[src/rtl/pipeline_ctrl.sv]
// Stall/flush sequencer for the 5-stage pipeline: per-stage hold vector, multi-cycle EX, RAM wait with timeout, flush.
// Stall is combinational from state and requests; flush, flush_pc_out, mem_timeout and state are registered.
module pipeline_ctrl #(
  parameter int EX_CNT_W = 6,
  parameter int MEM_TMO  = 255,
  parameter int TMO_W    = 8,
  parameter int ADDR_W   = 32
) (
  input  logic                clk,
  input  logic                rst,
  input  logic                if_stall_req,
  input  logic                id_stall_req,
  input  logic                ex_start,
  input  logic [EX_CNT_W-1:0] ex_cycles,
  input  logic                mem_req,
  input  logic                mem_ack,
  input  logic                flush_req,
  input  logic [ADDR_W-1:0]   flush_pc,
  output logic [5:0]          stall,
  output logic                flush,
  output logic [ADDR_W-1:0]   flush_pc_out,
  output logic                mem_timeout,
  output logic [1:0]          state
);

  typedef enum logic [1:0] {
    S_IDLE     = 2'd0,
    S_EX_BUSY  = 2'd1,
    S_MEM_WAIT = 2'd2,
    S_FLUSH    = 2'd3
  } state_t;

  localparam logic [5:0] IF_MASK  = 6'b000011;
  localparam logic [5:0] ID_MASK  = 6'b000111;
  localparam logic [5:0] EX_MASK  = 6'b001111;
  localparam logic [5:0] MEM_MASK = 6'b011111;

  localparam logic [TMO_W-1:0]    TMO_LIMIT = TMO_W'(MEM_TMO);
  localparam logic [EX_CNT_W-1:0] CNT_ONE   = EX_CNT_W'(1);

  state_t              cur;
  logic [EX_CNT_W-1:0] cnt;
  logic [TMO_W-1:0]    tmo;
  logic                pend_flush;
  logic [ADDR_W-1:0]   pend_pc;

  logic       mem_blocked;
  logic       ex_valid;
  logic       ex_long;
  logic       tmo_hit;
  logic       mem_done;
  logic [5:0] hazard;
  logic [5:0] stall_c;

  assign state       = cur;
  assign mem_blocked = mem_req & ~mem_ack;
  assign ex_valid    = ex_start & (ex_cycles != '0);
  assign ex_long     = ex_start & (ex_cycles > CNT_ONE);
  assign tmo_hit     = (cur == S_MEM_WAIT) & ~mem_ack & (tmo == TMO_LIMIT);
  assign mem_done    = (cur == S_MEM_WAIT) & (mem_ack | tmo_hit);
  assign hazard      = (if_stall_req ? IF_MASK : 6'b0) | (id_stall_req ? ID_MASK : 6'b0);

  // Hold nothing while in reset so the inter-stage registers clear cleanly.
  always_comb begin
    stall_c = 6'b0;
    case (cur)
      S_IDLE:     stall_c = hazard | (ex_valid ? EX_MASK : 6'b0) | (mem_blocked ? MEM_MASK : 6'b0);
      S_EX_BUSY:  stall_c = hazard | EX_MASK;
      S_MEM_WAIT: stall_c = mem_done ? hazard : MEM_MASK;
      S_FLUSH:    stall_c = 6'b0;
      default:    stall_c = 6'b0;
    endcase
    if (!rst) stall_c = 6'b0;
  end

  assign stall = stall_c;

  always_ff @(posedge clk) begin
    if (!rst) begin
      cur          <= S_IDLE;
      cnt          <= '0;
      tmo          <= '0;
      flush        <= 1'b0;
      flush_pc_out <= '0;
      mem_timeout  <= 1'b0;
      pend_flush   <= 1'b0;
      pend_pc      <= '0;
    end else begin
      flush       <= 1'b0;
      mem_timeout <= 1'b0;
      case (cur)
        S_IDLE: begin
          // An older instruction stuck in MEM must finish before a redirect takes effect.
          if (mem_blocked) begin
            cur <= S_MEM_WAIT;
            tmo <= TMO_W'(1);
            if (flush_req) begin
              pend_flush <= 1'b1;
              pend_pc    <= flush_pc;
            end
          end else if (flush_req) begin
            cur          <= S_FLUSH;
            flush        <= 1'b1;
            flush_pc_out <= flush_pc;
          end else if (ex_long) begin
            cur <= S_EX_BUSY;
            cnt <= ex_cycles - CNT_ONE;
          end
        end
        S_EX_BUSY: begin
          if (flush_req) begin
            cur          <= S_FLUSH;
            cnt          <= '0;
            flush        <= 1'b1;
            flush_pc_out <= flush_pc;
          end else begin
            cnt <= cnt - CNT_ONE;
            if (cnt == CNT_ONE) cur <= S_IDLE;
          end
        end
        S_MEM_WAIT: begin
          if (mem_done) begin
            tmo         <= '0;
            mem_timeout <= tmo_hit;
            pend_flush  <= 1'b0;
            if (flush_req || pend_flush) begin
              cur          <= S_FLUSH;
              flush        <= 1'b1;
              flush_pc_out <= flush_req ? flush_pc : pend_pc;
            end else begin
              cur <= S_IDLE;
            end
          end else begin
            tmo <= tmo + TMO_W'(1);
            if (flush_req) begin
              pend_flush <= 1'b1;
              pend_pc    <= flush_pc;
            end
          end
        end
        S_FLUSH: begin
          if (flush_req) begin
            flush        <= 1'b1;
            flush_pc_out <= flush_pc;
          end else begin
            cur <= S_IDLE;
          end
        end
        default: cur <= S_IDLE;
      endcase
    end
  end

endmodule

[config.mk]
export PLATFORM = sky130hd
export DESIGN_NAME = pipeline_ctrl
export DESIGN_NICKNAME = d
export VERILOG_FILES = /design/src/rtl/pipeline_ctrl.sv
export SDC_FILE = /design/constraint.sdc
export NUM_CORES = 1
export LEC_CHECK = 0
export BUFFER_PORTS_ARGS = -buffer_cell sky130_fd_sc_hd__buf_2
export CAP_MARGIN = 20
export CORE_AREA = 2 2 114 116
export CTS_CLUSTER_SIZE = 10
export DETAILED_ROUTE_END_ITERATION = 10
export DIE_AREA = 0 0 116 118
export SETUP_SLACK_MARGIN = 0.3
export SLEW_MARGIN = 25
export SYNTH_ARGS = -nofsm -noshare
export SYNTH_HDL_FRONTEND = slang
export SYNTH_SLANG_ARGS = --single-unit
[constraint.sdc]
create_clock -name clk -period 5.34 [get_ports clk]
set_input_delay 0.534 -clock clk [delete_from_list [all_inputs] [get_ports clk]]
set_output_delay 0.534 -clock clk [all_outputs]
set_load 0.02 [all_outputs]
# After elaboration in Yosys (flattened, before gate mapping)
# Cells that the tools add are included.
# totals
reg_bits,83
output_inout_bits,42
# classes
n_addsub,3
magnitude_cmp,1
eq_ne,15
muxes,42
bitwise_logic,11
reduce_logical,12
# ops
cell,count
$mux W32,7
$pmux W32 S3,1
$pmux W32 S2,1
$mux W6,5
$pmux W6 S4,1
$mux W2,9
$mux W8,2
$pmux W8 S2,1
$ne A2 B2 Y1 const B,7
$pmux W6 S2,1
$sub A6 B1 Y6 const B,2
$mux W5,2
$reduce_and A3 Y1,3
$add A8 B1 Y8 const B,1
$eq A8 B8 Y1 const B,1
$pmux W2 S4,1
$reduce_and A4 Y1,2
$mux W1,7
$and A1 B1 Y1,6
$eq A6 B1 Y1 const B,1
$gt A6 B1 Y1 const B,1
$reduce_bool A6 Y1,1
$or A4 B5 Y5,1
$eq A2 B2 Y1 const B,2
other kinds (17),18

# Longest topological paths before layout
# Gate-level depths: netlist of the first run.
# depth
depth_word,8
depth_mapped,7

# Worst setup path before layout of the first run
# Ideal clock, no wire load.
# synth_timing
path_type,reg-to-output
start,reg tmo[0]
end,out stall[1]
arrival_ns,1.783
required_ns,4.806
slack_ns,3.023
stages_incl_launch_ff,7
n_path_buf,1
path_cell_list,dfxtp_1 ha_1 and3_1 a21o_1 a21oi_1 a2bb2oi_1 buf_4
# synth_between
elab_chain_cells,7
# synth_rtl
element,line_no,text
"start, declared",43,logic [TMO_W-1:0] tmo;
"start signal, assigned",134,tmo <= tmo + TMO_W'(1);
$eq A8 B8 Y1,59,assign tmo_hit = (cur == S_MEM_WAIT) & ~mem_ack & (tmo == TMO_LIMIT);
$and A1 B1 Y1,59,
$or A1 B1 Y1,60,assign mem_done = (cur == S_MEM_WAIT) & (mem_ack | tmo_hit);
$and A1 B1 Y1,60,
$mux W5,69,S_MEM_WAIT: stall_c = mem_done ? hazard : MEM_MASK;
$pmux W6 S4,66,case (cur)
$mux W6,73,if (!rst) stall_c = 6'b0;
"end, declared",19,"output logic [5:0] stall,"
# Every way passes these cells. The select of a mux whose other input is x is not followed.

# Final worst setup path of the first run
# layout_timing
start,reg tmo[0]
end,out stall[0]
# The elaborated chain is that of the path after synthesis.

==> results.toml, run 1 <==
[run_status]
status = "finished, final reports clean"

[global_route]
grt_pass1_wl_mm = 15.9
grt.total_usage_pct = 14.2
gr-total-overflow = 0
antenna_found_initial = 0
grt_max_degree = 134
grt_pass1_vias = 3336

[routing]
m1WireLength_mm = 4.30
wl_met3_um = 720
first_pass_iters = 4
ant_nets = 0
drc_errors = 0
wl_per_cell_um = 12.7
topRoutingLayerUsed = "met4"
first_iter_violations = 127
viasPerCell = 4.82
finalWirelength_mm = 9.24
wl_met2_mm = 4.09
num_vias = 3511

[yosys]
synth_compound_area_share_pct = 10.1
syn-mean-instance-area_um2 = 8.86
syn_inst = 484
syn_nets = 536
synth_flop_cell = "dfxtp_1"
synth_top_family_by_area = "multiplexers"
synthMuxAreaShare_pct = 23.6
synth-seq-area-share_pct = 38.7
synth-adder-area-share_pct = 1.75
synthXorXnorAreaFrac_pct = 1.23
ys_warn_count = 0
ys_async_sr_fraction_pct = 0
synth_cell_types = 54
yosys.area_share.simple_pct = 19.0
synth-edff-count = 0
syn_area_um2 = 4290
synth_seq_cells = 83

[pwr]
combPwrFrac_pct = 18.0
intPower_mw = 1.12
power.total_mw = 1.55
clockPowerShare_pct = 37.4
cellLeakagePower_nw = 2.16
power.switching_mw = 0.432
power_density_nw_per_um2 = 306
seq_power_share_pct = 44.5
swShare_pct = 27.9
peakVddDrop_uv = 153

[clock_tree]
cts_setup_buffers = 0
clock_sinks = 83
cts_resized = 0
ctsHoldBuffers = 0
htree_levels = 3
cts_max_path_buffers = 2
path_clk_slew_ns = 0.06
cts_tree = "built"
cts-root-buf = "clkbuf_16"
clk_latency_ns = 0.33
cts_buffers = 9

[worst_setup_path]
worstPathRequired_ns = 4.81
timing.critical_path.from = "tmo[0]"
cpMaxStageDelayCell = "dfxtp_1"
rr_worst_depth = 4
path_class = "reg -> out"
crit_chain = "ha_1 -> and3_1 -> a21o_1 -> a21oi_1 -> a2bb2oi_1 -> buf_2"
critPathMaxStageDelay_ns = 0.33
end_kind = "primary output"
crit_fanout = 5
crit_arrival_ns = 1.95
start_kind = "flip-flop"
r2r_start = "state[1]"

[finish]
fillCellCount = 1298
drive_gt1_share_pct = 26.3
nets = 603
final_util_pct = 40.7
antenna_cells = 0
finalInstanceArea_um2 = 5060
regArea_um2 = 1660
fin_cells = 728
multi_input_comb_area_um2 = 2390
area_growth_pct = 17.9

[sta]
setup_ws_ns = 2.85
rsz0062_at_grt = "no"
setup_viol = 0
tightest_slew_ns = 0.864
drv_slew = 0
fmax_mhz = 402
relSlewSlack_pct = 42.4
hold_viol_final = 0
finClkSkew_ns = 0.00661
whs_ns = 0.456
fin_tns_setup_ns = 0
min_period_over_period_pct = 46.6
period_needed_ns = 2.49

[hold_path]
hold_path_depth = 2
min-delay-start = "pend_pc[12]"
holdCritPathClass = "reg -> reg"

[placed_design]
dp_hpwl_mm = 6.23
place_ws_ns = 2.98
io_buffers = 86
place_area_um2 = 4780
placed_cells = 712
gp_congestion = 0.845

[die]
fp.coreArea_um2 = 12400
initial_utilization_pct = 34.5
die-height_um = 118
die_area_um2 = 13700
std_cell_rows = 41
die_w_um = 116
pin_count = 88

[flow_run]
drv_cap = 0
cell usage after synthesis (all sizes together), types with 4 or more instances:
library cell / instances / share of area (%)
a211oi: 4 / 0.70
a21o: 4 / 0.70
a21oi: 19 / 2.2
buf: 16 / 2.7
clkbuf: 18 / 2.0
dfxtp: 83 / 39
ha: 6 / 1.8
inv: 9 / 0.79
mux2: 32 / 8.4
mux2i: 65 / 15
nand2: 141 / 12
nor2: 13 / 1.1
nor2b: 4 / 0.58
nor3: 9 / 1.3
o21ai: 10 / 1.4
o32ai: 4 / 0.82
cell usage in the layout, fill, tap and decap left out, types with 2 or more instances in the layout:
cell type   instances
buf_4               4
o32ai_1             4
nor2_1             13
clkbuf_16           9
or4_1               2
xor2_1              3
nor2b_1             4
clkbuf_8            2
o21ai_0             7
a21o_1              4
clkinvlp_4          3
inv_1               9
dfxtp_1            83
mux2_2             32
buf_2              85
a211oi_1            4
o31ai_1             3
a2bb2oi_1           3
mux2i_1            65
clkbuf_1            2
or3b_2              2
a21oi_1            19
ha_1                6
o21ai_1             2
nand2b_1            2
xnor2_1             3
nor4_1              2
nand3_1             2
nand2_1           141
o211a_1             2
nor3b_1             2
nor3_1              8
critical path: cells and delay by family, from the launching register on:
kind,cells,cell delay (ns)
simple gates,1,0.24
flops,1,0.33
fa+ha+maj,1,0.25
compound gates,3,0.60
buf+inv,1,0.19
metal layers:
| metal | track usage [%] | vias to the layer above |
|---|---|---|
| li1 | - | 1790 |
| met1 | 19.0 | 1611 |
| met2 | 21.7 | 102 |
| met3 | 4.02 | 8 |
| met4 | 5.13 | 0 |
| met5 | 0 | - |
power by group through the flow:
stage | Combinational [mW] | Clock [mW] | Sequential [mW]
after floorplan | 0.191 | 0 | 0.719
after global placement | 0.278 | 0 | 0.702
after detailed placement | 0.282 | 0 | 0.703
after CTS | 0.283 | 0.601 | 0.690
after global routing | 0.311 | 0.627 | 0.696
final | 0.279 | 0.580 | 0.690
cell type report:
cell class	instances	area share (%)
clock buffer	13	5.14
clock inverter	3	0.445
inverter	10	0.742
multi-input combinational	357	47.3
sequential	83	32.8
tap	172	4.25
timing repair buffer	90	9.23
worst paths after layout:
kind                                          to  slack [ns]
worst max-delay path                    stall[0]        2.85
worst min-delay path                 pend_pc[12]        0.46
worst max register to register  flush_pc_out[27]        3.18
worst min register to register       pend_pc[12]        0.46
cells by family (layout without fill, tap and decap cells):
logic type      count (synthesis)  count (layout)
other cells                     1               1
mux                            97              97
buf+inv                        44             116
compound gates                 60              60
fa+ha+maj                       6               6
flops                          83              83
simple gates                  187             187
xor+xnor                        6               6
state kept, by name, summed over array words and instances, names as in the netlist:
name	count
state	2
pend_flush	1
cnt	6
pend_pc	32
mem_timeout	1
flush	1
flush_pc_out	32
tmo	8
Note: power is estimated with default switching activity, not from simulation.
==> inputs of run 2 (changes only) <==
==> constraint.sdc (replaced) <==
create_clock -name clk -period 2 [get_ports clk]
set_input_delay 0.2 -clock clk [delete_from_list [all_inputs] [get_ports clk]]
set_output_delay 0.2 -clock clk [all_outputs]
set_load 0.02 [all_outputs]
==> run 2 against run 1 <==
Effect of this change: sequential cell count stayed put; combinational power grew to 3.4 times the previous value; critical path depth unchanged; sequential share of layout area is 3.0 points lower; register-to-register slack got worse by 3.1 ns; routed wire length rose by 17%; clock skew fell by 0.00057 ns; power rose to 2.8 times the previous value; final cell count is 3.7% higher; first-iteration DRC count increased by 3.1%; critical path type unchanged.
==> results.toml, run 2 (synthesis gave the netlist of run 1 again) <==
[clock_tree]
cts_buffers = 9
path_clk_slew_ns = 0.06
cts-root-buf = "clkbuf_16"
cts_tree = "built"
ctsHoldBuffers = 0
cts_max_path_buffers = 2
htree_levels = 3
clock_sinks = 83
clk_latency_ns = 0.34

[routing]
first_iter_violations = 131
drc_errors = 0
finalWirelength_mm = 10.8
first_pass_iters = 4
wl_per_cell_um = 14.3
ant_nets = 0
viasPerCell = 4.83
num_vias = 3643

[worst_setup_path]
crit_fanout = 4
critPathMaxStageDelay_ns = 0.35
crit_arrival_ns = 1.74
crit_chain = "ha_4 -> and3_4 -> a21o_1 -> a21oi_2 -> a2bb2oi_4 -> buf_6"
start_kind = "flip-flop"
worstPathRequired_ns = 1.80
end_kind = "primary output"
timing.critical_path.from = "tmo[0]"
r2r_start = "tmo[0]"
path_class = "reg -> out"
cpMaxStageDelayCell = "dfxtp_4"

[global_route]
grt.total_usage_pct = 16.3
antenna_found_initial = 1
grt_max_degree = 139
gr-total-overflow = 0
grt_pass1_vias = 3616
grt_pass1_wl_mm = 17.7

[die]
initial_utilization_pct = 34.5
die_area_um2 = 13700
fp.coreArea_um2 = 12400
std_cell_rows = 41
die-height_um = 118
pin_count = 88
die_w_um = 116

[pwr]
cellLeakagePower_nw = 2.40
peakVddDrop_uv = 462
power_density_nw_per_um2 = 787

[sta]
setup_viol = 0
hold_viol_final = 0
tightest_slew_ns = 0.606
drv_slew = 0
rsz0062_at_grt = "yes"
relSlewSlack_pct = 58.6
fmax_mhz = 515
min_period_over_period_pct = 97.1
finClkSkew_ns = 0.00604
period_needed_ns = 1.94

[placed_design]
gp_congestion = 0.837
placed_cells = 717
place_area_um2 = 4900
dp_hpwl_mm = 6.52
io_buffers = 86

[finish]
drive_gt1_share_pct = 32.1
final_cell_mix = "nand2_1 (141), buf_2 (80), dfxtp_1 (79)"
area_growth_pct = 30.4
fin_cells = 755
fillCellCount = 1234
antenna_cells = 0
multi_input_comb_area_um2 = 2460
nets = 631
reg_top3 = "flush_pc_out (32), pend_pc (32), tmo (8)"
regArea_um2 = 1670
finalInstanceArea_um2 = 5590
final_common_cell = "nand2_1"

[hold_path]
holdCritPathClass = "in -> reg"
min-delay-start = "flush_pc[24]"

[run_status]
status = "finished, final reports clean"

[flow_run]
drv_cap = 0
==> run 2: changes by cell type in the layout (fill, tap and decap cells not counted), sizes merged <==
cell / change
bufinv: +1
clkinv: +2
clkinvlp: -3
buf: +26
clkbuf: +1
==> run 2: final cells by class <==
| class | count | share of cell area [%] |
|---|---|---|
| flip-flops and latches | 83 | 29.8 |
| inverters | 10 | 0.671 |
| repair buffers | 118 | 16.7 |
| clock buffers | 12 | 4.23 |
| multi-input cells | 357 | 44.0 |
| well taps | 172 | 3.85 |
| clock inverters | 3 | 0.716 |
==> run 2: through the flow <==
step	power, mW	setup TNS [ns]	hold slack (ns)	util [%]	setup slack [ns]
6_report	4.40	0	0.119	45.1	0.0582
5_1_grt	4.61	-0.0391	0.114	45.1	-0.0106
4_1_cts	4.41	0	0.106	44.0	0.0384
3_5_place_dp	2.68	0	0.446	39.4	0.193
3_3_place_gp	2.67	0	0.438	39.4	0.264
2_1_floorplan	2.44	0	0.351	-	0.315
==> run 2: path summary, 6_finish.rpt <==
path	endpoint	slack [ns]	depth (start not counted)
max	stall[0]	0.06	6
min	pend_pc[24]	0.12	3
max reg2reg	pend_pc[20]	0.11	9
min reg2reg	pend_pc[17]	0.46	2
==> run 2: critical path, delay by kind of cell (launching register included) <==
kind            cells  cell delay, ns
flops               1            0.35
simple gates        1            0.18
compound gates      3            0.58
buf+inv             1            0.13
fa+ha+maj           1            0.15
==> run 2: routing by layer <==
metal	global-route usage [%]	routed length [µm]	up-vias	share of wire, %
met3	5.20	591	13	5.5
met2	25.3	4900	79	45
met5	0	13	-	0.12
li1	-	-	1850	-
met1	21.1	5160	1699	48
met4	6.03	169	2	1.6
==> run 2: timing repair <==
item | 4_1_cts | 5_1_grt
setup buffers | 11 | 5
pin swaps | 7 | 1
setup endpoints to repair | 58 | 74
gates resized for setup | 24 | 12
gates cloned | 5 | 2
==> run 2: power breakdown <==
part	internal (mW)	total, mW	switching, mW
combinational	0.456	0.957	0.501
sequential	1.76	1.84	0.0768
clock	0.957	1.60	0.647
